File: config.mk
export PLATFORM = sky130hd
export DESIGN_NAME = cyp_ep6_writer_flat
export DESIGN_NICKNAME = d
export VERILOG_FILES = /design/src/rtl/cyp_pkg.sv /design/src/rtl/cyp_ep6_writer_if.sv /design/src/rtl/cyp_hold_buf.sv /design/src/rtl/cyp_ep6_writer.sv /design/src/flat_wrapper.sv
export SDC_FILE = /design/constraint.sdc
export NUM_CORES = 1
export LEC_CHECK = 0
export CAP_MARGIN = 30
export CORE_MARGIN = 10
export CORE_UTILIZATION = 55
export CTS_CLUSTER_SIZE = 25
export DETAILED_ROUTE_END_ITERATION = 8
export PLACE_DENSITY = 0.78
export SETUP_SLACK_MARGIN = 0.5
export SYNTH_ARGS = -nofsm -noshare
export SYNTH_HDL_FRONTEND = slang
export SYNTH_SLANG_ARGS = --single-unit
File: constraint.sdc
create_clock -name cyp_clk -period 2.3 [get_ports cyp_clk]
set_input_delay 0.46 -clock cyp_clk [delete_from_list [all_inputs] [get_ports cyp_clk]]
set_output_delay 0.46 -clock cyp_clk [all_outputs]
set_load 0.01 [all_outputs]
File: src/rtl/cyp_pkg.sv
// cyp_pkg: shared FX2 slave-FIFO constants for the EP2 reader and EP6 writer.
// State codes are common so both FSMs decode alike on the shared bus.
package cyp_pkg;

  typedef logic [4:0] cyp_state_t;

  localparam cyp_state_t CYP_ST_IDLE   = 5'd0;
  localparam cyp_state_t CYP_ST_WAIT   = 5'd1;
  localparam cyp_state_t CYP_ST_WRITE  = 5'd2;
  localparam cyp_state_t CYP_ST_DRAIN  = 5'd3;
  localparam cyp_state_t CYP_ST_PKTEND = 5'd4;
  localparam cyp_state_t CYP_ST_END    = 5'd5;
  localparam cyp_state_t CYP_ST_READ   = 5'd6;

  localparam logic [1:0] CYP_EP2 = 2'b00;
  localparam logic [1:0] CYP_EP6 = 2'b10;

  localparam logic [15:0] USB_EPIN_PKSIZE = 16'd256;
  localparam logic [15:0] CYP_WAIT_CLKS   = 16'd64;
  localparam logic [15:0] PKTEND_TIMEOUT  = 16'd4096;

endpackage

File: src/rtl/cyp_ep6_writer_if.sv
// cyp_ep6_writer_if: upstream FIFO read port plus FX2 slave-FIFO pins.
// master = FPGA writer side, slave = FIFO/FX2 side.
interface cyp_ep6_writer_if;

  logic [15:0] src_rdata;
  logic        src_rempty;
  logic        src_ren;
  logic        usb_flagc;
  logic [1:0]  usb_fifoaddr;
  logic        usb_slcs;
  logic        usb_sloe;
  logic        usb_slrd;
  logic        usb_slwr;
  logic        usb_pktend;
  logic [15:0] usb_fd_o;
  logic        usb_fd_oe;

  modport master (
    input  src_rdata,
    input  src_rempty,
    input  usb_flagc,
    output src_ren,
    output usb_fifoaddr,
    output usb_slcs,
    output usb_sloe,
    output usb_slrd,
    output usb_slwr,
    output usb_pktend,
    output usb_fd_o,
    output usb_fd_oe
  );

  modport slave (
    output src_rdata,
    output src_rempty,
    output usb_flagc,
    input  src_ren,
    input  usb_fifoaddr,
    input  usb_slcs,
    input  usb_sloe,
    input  usb_slrd,
    input  usb_slwr,
    input  usb_pktend,
    input  usb_fd_o,
    input  usb_fd_oe
  );

endinterface

File: src/rtl/cyp_hold_buf.sv
// cyp_hold_buf: 2-entry 16-bit register FIFO between upstream read and FX2.
// An arriving word is visible at the head the cycle it is pushed.
module cyp_hold_buf
  import cyp_pkg::*;
(
  input  logic        clk,
  input  logic        rst_n,
  input  logic        i_push,
  input  logic [15:0] i_data,
  input  logic        i_pop,
  output logic [15:0] o_head,
  output logic [1:0]  o_count,
  output logic        o_avail
);

  logic [15:0] r_mem [0:1];
  logic        r_wr_ptr;
  logic        r_rd_ptr;
  logic [1:0]  r_count;
  logic        w_pass;
  logic        w_wr;
  logic        w_rd;

  // empty + push + pop: the word goes straight through
  assign w_pass  = i_push && i_pop && (r_count == 2'd0);
  assign w_wr    = i_push && !w_pass;
  assign w_rd    = i_pop && !w_pass;
  assign o_count = r_count;
  assign o_avail = (r_count != 2'd0) || i_push;
  assign o_head  = (r_count == 2'd0 && i_push) ? i_data
                                                : r_mem[r_rd_ptr];

  always_ff @(posedge clk or negedge rst_n) begin
    if (!rst_n) begin
      r_mem[0] <= '0;
      r_mem[1] <= '0;
      r_wr_ptr <= 1'b0;
      r_rd_ptr <= 1'b0;
      r_count  <= '0;
    end else begin
      if (w_wr) begin
        r_mem[r_wr_ptr] <= i_data;
        r_wr_ptr        <= ~r_wr_ptr;
      end
      if (w_rd)
        r_rd_ptr <= ~r_rd_ptr;
      unique case ({w_wr, w_rd})
        2'b10:   r_count <= r_count + 2'd1;
        2'b01:   r_count <= r_count - 2'd1;
        default: r_count <= r_count;
      endcase
    end
  end

endmodule

File: src/rtl/cyp_ep6_writer.sv
// cyp_ep6_writer: FX2 slave-FIFO master draining upstream words to EP6 IN.
// Define CYP_PKTEND_TIMEOUT_EN to commit short packets after idle timeout.
module cyp_ep6_writer
  import cyp_pkg::*;
(
  input  logic             cyp_clk,
  input  logic             rst_n,
  input  logic             sdram_init_done,
  output logic             tx_busy,
  cyp_ep6_writer_if.master bus
);

  cyp_state_t  r_state;
  cyp_state_t  w_next;
  logic [15:0] r_wait_cnt;
  logic [15:0] r_issue_cnt;
  logic [15:0] r_wr_cnt;
  logic        r_inflight;
  logic [1:0]  w_hold_cnt;
  logic        w_hold_avail;
  logic [15:0] w_hold_head;
  logic        w_ren;
  logic        w_wr;
  logic        w_fd_oe;
  logic        w_room;
  logic        w_wait_done;
  logic        w_issue_done;
  logic        w_pkt_done;

  // stored + in-flight words never exceed the 2 hold slots
  assign w_room       = ({1'b0, w_hold_cnt} + {2'b00, r_inflight}) < 3'd2;
  assign w_wait_done  = r_wait_cnt == CYP_WAIT_CLKS;
  assign w_issue_done = r_issue_cnt == USB_EPIN_PKSIZE;
  assign w_pkt_done   = w_wr &&
                        (r_wr_cnt == USB_EPIN_PKSIZE - 16'd1);

  cyp_hold_buf u_hold (
    .clk     (cyp_clk),
    .rst_n   (rst_n),
    .i_push  (r_inflight),
    .i_data  (bus.src_rdata),
    .i_pop   (w_wr),
    .o_head  (w_hold_head),
    .o_count (w_hold_cnt),
    .o_avail (w_hold_avail)
  );

`ifdef CYP_PKTEND_TIMEOUT_EN
  logic [15:0] r_idle_cnt;
  logic        w_timeout;

  always_ff @(posedge cyp_clk or negedge rst_n) begin
    if (!rst_n)
      r_idle_cnt <= '0;
    else if (r_state != CYP_ST_WRITE || w_wr)
      r_idle_cnt <= '0;
    else if (r_idle_cnt != 16'hFFFF)
      r_idle_cnt <= r_idle_cnt + 16'd1;
  end

  assign w_timeout = !w_wr &&
                     (r_idle_cnt >= PKTEND_TIMEOUT - 16'd1) &&
                     (w_hold_cnt == 2'd0) && !r_inflight &&
                     (r_wr_cnt != 16'd0);
`endif

  always_ff @(posedge cyp_clk or negedge rst_n) begin
    if (!rst_n)
      r_state <= CYP_ST_IDLE;
    else
      r_state <= w_next;
  end

  always_comb begin
    w_next = r_state;
    unique case (r_state)
      CYP_ST_IDLE:
        if (sdram_init_done && !bus.src_rempty && bus.usb_flagc)
          w_next = CYP_ST_WAIT;
      CYP_ST_WAIT:
        if (w_wait_done)
          w_next = CYP_ST_WRITE;
      CYP_ST_WRITE:
        if (w_pkt_done)
          w_next = CYP_ST_END;
        else if (w_issue_done)
          w_next = CYP_ST_DRAIN;
`ifdef CYP_PKTEND_TIMEOUT_EN
        else if (w_timeout)
          w_next = CYP_ST_PKTEND;
`endif
      CYP_ST_DRAIN:
        if (w_pkt_done)
          w_next = CYP_ST_END;
`ifdef CYP_PKTEND_TIMEOUT_EN
      CYP_ST_PKTEND:
        w_next = CYP_ST_END;
`endif
      CYP_ST_END:
        w_next = CYP_ST_IDLE;
      default:
        w_next = CYP_ST_IDLE;
    endcase
  end

  always_comb begin
    w_ren   = 1'b0;
    w_wr    = 1'b0;
    w_fd_oe = 1'b0;
    unique case (1'b1)
      (r_state == CYP_ST_WRITE): begin
        w_ren   = !bus.src_rempty &&
                  (r_issue_cnt < USB_EPIN_PKSIZE) && w_room;
        w_wr    = w_hold_avail && bus.usb_flagc;
        w_fd_oe = 1'b1;
      end
      (r_state == CYP_ST_DRAIN): begin
        w_wr    = w_hold_avail && bus.usb_flagc;
        w_fd_oe = 1'b1;
      end
      (r_state == CYP_ST_PKTEND): begin
        w_fd_oe = 1'b1;
      end
      default: begin
        w_fd_oe = 1'b0;
      end
    endcase
  end

  always_ff @(posedge cyp_clk or negedge rst_n) begin
    if (!rst_n) begin
      r_wait_cnt  <= '0;
      r_issue_cnt <= '0;
      r_wr_cnt    <= '0;
      r_inflight  <= 1'b0;
    end else begin
      r_inflight <= w_ren;
      if (r_state == CYP_ST_WAIT && !w_wait_done)
        r_wait_cnt <= r_wait_cnt + 16'd1;
      else
        r_wait_cnt <= '0;
      if (r_state == CYP_ST_IDLE || r_state == CYP_ST_WAIT) begin
        r_issue_cnt <= '0;
        r_wr_cnt    <= '0;
      end else begin
        if (w_ren)
          r_issue_cnt <= r_issue_cnt + 16'd1;
        if (w_wr)
          r_wr_cnt <= r_wr_cnt + 16'd1;
      end
    end
  end

  assign bus.src_ren      = w_ren;
  assign bus.usb_fifoaddr = CYP_EP6;
  assign bus.usb_slcs     = 1'b0;
  assign bus.usb_sloe     = 1'b1;
  assign bus.usb_slrd     = 1'b1;
  assign bus.usb_slwr     = !w_wr;
  assign bus.usb_fd_o     = w_hold_head;
  assign bus.usb_fd_oe    = w_fd_oe;
  assign tx_busy          = r_state != CYP_ST_IDLE;

`ifdef CYP_PKTEND_TIMEOUT_EN
  assign bus.usb_pktend = r_state != CYP_ST_PKTEND;
`else
  assign bus.usb_pktend = 1'b1;
`endif

endmodule

File: src/flat_wrapper.sv
// flat-port wrapper written by rule: the top's interface ports become plain ports
module cyp_ep6_writer_flat import cyp_pkg::*;
  (cyp_clk, rst_n, sdram_init_done, tx_busy, bus_src_rdata, bus_src_rempty, bus_usb_flagc, bus_src_ren, bus_usb_fifoaddr, bus_usb_slcs, bus_usb_sloe, bus_usb_slrd, bus_usb_slwr, bus_usb_pktend, bus_usb_fd_o, bus_usb_fd_oe);
  cyp_ep6_writer_if bus_i ();
  input  logic cyp_clk;
  input  logic rst_n;
  input  logic sdram_init_done;
  output logic tx_busy;
  input wire logic [$bits(bus_i.src_rdata)-1:0] bus_src_rdata;
  input wire logic [$bits(bus_i.src_rempty)-1:0] bus_src_rempty;
  input wire logic [$bits(bus_i.usb_flagc)-1:0] bus_usb_flagc;
  output wire logic [$bits(bus_i.src_ren)-1:0] bus_src_ren;
  output wire logic [$bits(bus_i.usb_fifoaddr)-1:0] bus_usb_fifoaddr;
  output wire logic [$bits(bus_i.usb_slcs)-1:0] bus_usb_slcs;
  output wire logic [$bits(bus_i.usb_sloe)-1:0] bus_usb_sloe;
  output wire logic [$bits(bus_i.usb_slrd)-1:0] bus_usb_slrd;
  output wire logic [$bits(bus_i.usb_slwr)-1:0] bus_usb_slwr;
  output wire logic [$bits(bus_i.usb_pktend)-1:0] bus_usb_pktend;
  output wire logic [$bits(bus_i.usb_fd_o)-1:0] bus_usb_fd_o;
  output wire logic [$bits(bus_i.usb_fd_oe)-1:0] bus_usb_fd_oe;
  assign bus_i.src_rdata = bus_src_rdata;
  assign bus_i.src_rempty = bus_src_rempty;
  assign bus_i.usb_flagc = bus_usb_flagc;
  assign bus_src_ren = bus_i.src_ren;
  assign bus_usb_fifoaddr = bus_i.usb_fifoaddr;
  assign bus_usb_slcs = bus_i.usb_slcs;
  assign bus_usb_sloe = bus_i.usb_sloe;
  assign bus_usb_slrd = bus_i.usb_slrd;
  assign bus_usb_slwr = bus_i.usb_slwr;
  assign bus_usb_pktend = bus_i.usb_pktend;
  assign bus_usb_fd_o = bus_i.usb_fd_o;
  assign bus_usb_fd_oe = bus_i.usb_fd_oe;
  cyp_ep6_writer u_core (.cyp_clk(cyp_clk), .rst_n(rst_n), .sdram_init_done(sdram_init_done), .tx_busy(tx_busy), .bus(bus_i));
endmodule
* After elaboration in Yosys (flattened, before gate mapping) *
Index checks and enable logic that the tools add are counted.

cells by class
  add/sub/neg operators = 6
  $lt $le $gt $ge = 5
  equal/unequal tests = 13
  muxes and demuxes = 22
  bitwise gates (word level) = 4
  reductions and logical operators = 29

operators by type and width
  kind                     number
  $mux W16                 10
  $add A16 B1 Y16 const B  3
  $bwmux W32               1
  $mux W5                  5
  $pmux W5 S4              1
  $demux W16 S1            1
  $eq A16 B7 Y1 const B    1
  $eq A16 B8 Y1 const B    1
  $eq A16 B9 Y1 const B    1
  $lt A16 B9 Y1 const B    1
  $logic_and A1 B1 Y1      13
  $eq A5 B2 Y1 const B     2
  $reduce_bool A2 Y1       4
  $ne A2 B1 Y1 const B     3
  $eq A5 B1 Y1 const B     1
  $eq A5 B3 Y1 const B     1
  $logic_not A5 Y1         1
  $reduce_bool A5 Y1       1
  $ge A2 B2 Y1 const B     2
  $logic_not A1 Y1         4
  $not A1 Y2               2
  $pmux W2 S2              1
  $reduce_and A4 Y1        1
  $add A2 B1 Y3            1
  13 further kinds         17

word-level totals
  register bits = 90
  output and inout port bits = 26
  word-level logic and storage cells = 89

* Logic depth before layout (Yosys ltp) *
  word-level depth = 10
  mapped depth = 7
  depth with buffers taken out = 6

* Modules after synthesis *
From an unflattened synthesis, not the netlist that was laid out.

second synthesis, totals
  cells, all modules = 425
  area total of the unflattened synthesis = 4443.0 um^2

modules (own cells, without submodules)
  module          instances  cells an instance  area each (um^2)  sequential area each (um^2)
  cyp_ep6_writer  1          283                2655.0            1301.2
  cyp_hold_buf    1          142                1788.0            900.9

* Least setup slack after synthesis *
Ideal clock, no wire load.

  kind = flip-flop to output port
  from = reg u_core.r_issue_cnt[11]
  to = out bus_src_ren
  arrival time = 1722 ps
  data required time = 1840 ps
  path slack = 118 ps
  cell stages (with the launch flop) = 4
  path through = dfrtp_1 or4_1 or4_4 nor2_1

between the ends
  cells in the longest elaborated chain, start to end = 4

RTL lines
  item                    RTL line               source
  from (decl)             cyp_ep6_writer.sv:16   logic [15:0] r_issue_cnt;
  from (signal assigned)  cyp_ep6_writer.sv:147  r_issue_cnt <= r_issue_cnt + 16'd1;
  $lt A16 B9 Y1           cyp_ep6_writer.sv:113  (r_issue_cnt < USB_EPIN_PKSIZE) && w_room;
  $logic_and A1 B1 Y1     cyp_ep6_writer.sv:112  w_ren = !bus.src_rempty &&
  $logic_and A1 B1 Y1     cyp_ep6_writer.sv:113
  $mux W1                 cyp_ep6_writer.sv:110  unique case (1'b1)
  to (decl)               flat_wrapper.sv:12     output wire logic [$bits(bus_i.src_ren)-1:0] bus_src_ren;

Every way passes these cells.

* Final worst setup path *
Same ends and word-level chain as after synthesis.

==> results.toml <==
[route]
routedWlPerCell_um = 19.2
drc = 0
wl_met2_um = 6130
wl_um = 12100
dr.pass1.iters = 5
drt_iter0_markers = 194
vias_per_cell = 5.97
wl_met1_um = 4990
top_layer = "met4"
ant_nets = 0
vias = 3765
wl_met3_um = 655

[global_routing]
track_usage_pct = 17.8
grt_overflow_total = 0
grt_pass1_wl_um = 17300
grt_start_max_net_pins = 51
antenna_found_initial = 0
grt_pass1_vias = 3498

[setup_path]
worstPathArrival_ps = 1970
timing_worst_setup_path_type = "reg2out"
crit_required_ps = 1840
path_common_cell = "or4_4"
crit_fanout = 2
crit_path_start_kind = "flop"
crit_chain = "or4_4, or4_4, nor2_4, buf_6"
critical_path.max_stage_delay_ps = 540
critPathCaptureType = "output port"
slowest_stage = "or4_4"

[sta]
fin_crit_ps = 2430
setup_viol = 1
hold_violations = 0
rsz0062_at_grt = "yes"
max_slew_margin_pct = 66.3
fin_skew_ps = 15.6
post-route-period-util_pct = 106
worst_slack_ps = -131
fmax_mhz = 411
hold_ws_ps = 53.1
worstMarginPinSlew_ps = 505
drv_slew = 0
fin_setup_tns_ps = -131

[die]
dieWidth_um = 109
die_y_um = 109
die-area_mm2 = 0.0120
start_util_pct = 56.6
rows = 32
ios = 47
core_area_mm2 = 0.00777

[logic_synthesis]
synth_top_area_cell = "dfrtp_1"
synth.most_common_cell = "dfrtp_1"
syn_inst = 427
synth-seq-area-share_pct = 50.1
synth_top_cell_area_share_pct = 50.1
async_reset_ff_share_pct = 100
synth_common_cells = "88 x dfrtp_1, 39 x nand2_1, 37 x nor2_1"
mappedNetlistArea_mm2 = 0.00440
synth_cell_type_count = 46
ys.flop_type = "dfrtp_1"
ys_ff_latch = 88
yosys-top-cells-area = "dfrtp_1 50%, mux2_2 8.2%, mux2i_1 4.1%, xnor2_1 4.0%, nand2_1 3.3%"
avgSynthCellArea_um2 = 10.3
yosys_warnings = 0
synth_edf_count = 0

[placed_design]
portBuffers = 40
dp.cells = 573
place.gp.congestion = 0.810
post-place-ws_ps = -269
dpl.hpwl_um = 6450

[final_layout]
final_layout_size_suffix_gt1_share_pct = 41.2
num_antenna_cells = 0
finalNonFillerCells = 631
nFillCells = 444
syn_to_final_growth_pct = 38.8
finalCoreUtilization_pct = 78.6
layout.nets = 551

[clock_tree]
cts_sinks = 88
clockBufferDepth = 2
cts_root_buffer = "clkbuf_8"
hold_buffers = 0
clk_pin_slew_worst_paths_ps = 110
cts_buffers = 9
clock_latency_ps = 370
cts_tree = "yes"
h-tree-depth = 3

[flow_run]
maxCapViolCount = 0

[outcome]
violations = "negative setup slack"
status = "finished with violations"

[power_and_ir_drop]
power.leakage_nw = 2.75
p_per_area_mw_per_mm2 = 472
peakVddDrop_v = 0.000497

[worst_hold_path]
hold_path_class = "in2async"
==> critical path, delay by kind of cell (launching register included) <==
family                 cells  cell delay, ps
DFF                        1             390
buffers and inverters      1             110
and+or+nand+nor            3            1110
==> cell usage in the layout (no fill, tap or decap), drive strengths merged, types with 4 or more instances in the layout <==
cell,synthesis,final
o21ai,25,25
clkdlybuf4s50,0,18
xnor2,20,20
nor3,8,8
mux2i,18,18
a21oi,7,7
and3,4,4
nand2,39,39
or4,8,8
and2,8,8
nand3,16,16
nor4,13,13
buf,11,88
ha,6,6
conb,2,6
nand2b,5,5
inv,13,16
o31ai,4,4
nand4,10,10
or3,8,8
a31oi,5,5
dfrtp,88,88
mux2,32,32
xor2,5,5
clkbuf,14,9
nor2,38,38
==> through the flow <==
step                power (mW)  instance area (um2)
finish                    2.88                 6100
detailed placement        1.67                 5060
global route              2.95                 6100
floorplan                 1.59                 4440
global placement          1.67                 5060
CTS                       2.87                 5660
==> layout make-up <==
type                            count  area, um2  share of cell area [%]
Timing Repair Buffer              107        988                    16.2
Clock buffer                        9        124                    2.03
Sequential cell                    88       2210                    36.1
Tap cell                          102        128                    2.09
Multi-Input combinational cell    305       2510                    41.1
Inverter                           13       48.8                   0.799
Clock inverter                      7       98.8                    1.62
==> routing by layer <==
metal / up-vias / global-route usage [%]
met3: 28 / 4.86
met2: 137 / 29.6
met1: 1903 / 22.2
met4: 0 / 5.20
li1: 1697 / -
met5: - / 0
==> kinds of logic after synthesis <==
family / synth area share, %
AND/OR/NAND/NOR: 19.5
flip-flops: 50.1
AO/OA/AOI/OAI: 7.34
multiplexers: 12.3
buffers and inverters: 4.01
XOR/XNOR: 4.98
adder cells (fa/ha/maj): 1.71
other: 0.171
==> worst paths after layout <==
kind / startpoint / end / slack (ps) / cells after the start
min in group cyp_clk: u_core.r_issue_cnt[14] / u_core.r_issue_cnt[14] / 510 / 1
hold / removal: rst_n / u_core.u_hold.r_mem[13] / 50 / 1
setup reg to reg: u_core.r_issue_cnt[11] / u_core.r_issue_cnt[7] / 20 / 7
hold reg to reg: u_core.r_issue_cnt[14] / u_core.r_issue_cnt[14] / 510 / 1
setup / recovery: u_core.r_issue_cnt[11] / bus_src_ren / -130 / 4
max in group asynchronous: rst_n / u_core.r_state[2] / 1600 / 2
==> flip-flops by register name, indices dropped and copies added (netlist names) <==
| name | count |
|---|---|
| u_core.u_hold.o_count | 2 |
| u_core.u_hold.r_mem | 32 |
| u_core.r_inflight | 1 |
| u_core.r_state | 3 |
| u_core.u_hold.r_wr_ptr | 1 |
| u_core.r_wr_cnt | 16 |
| u_core.u_hold.r_rd_ptr | 1 |
| u_core.r_issue_cnt | 16 |
| u_core.r_wait_cnt | 16 |
==> where the power goes <==
group,internal (mW),switching [mW],total [mW]
clock network,0.622,0.611,1.23
registers,1.55,0,1.55
logic,0.0423,0.0631,0.105
total,2.21,0.674,2.88
==> what timing repair did <==
action | in CTS | in global routing
endpoints found under the hold margin | 0 | 0
cloned | 1 | 0
gates resized for setup | 176 | 64
buffers inserted | 25 | 16
pin swaps | 23 | 27
endpoints found under the setup margin | 71 | 92
No activity file was read; power rests on OpenSTA's default activity.
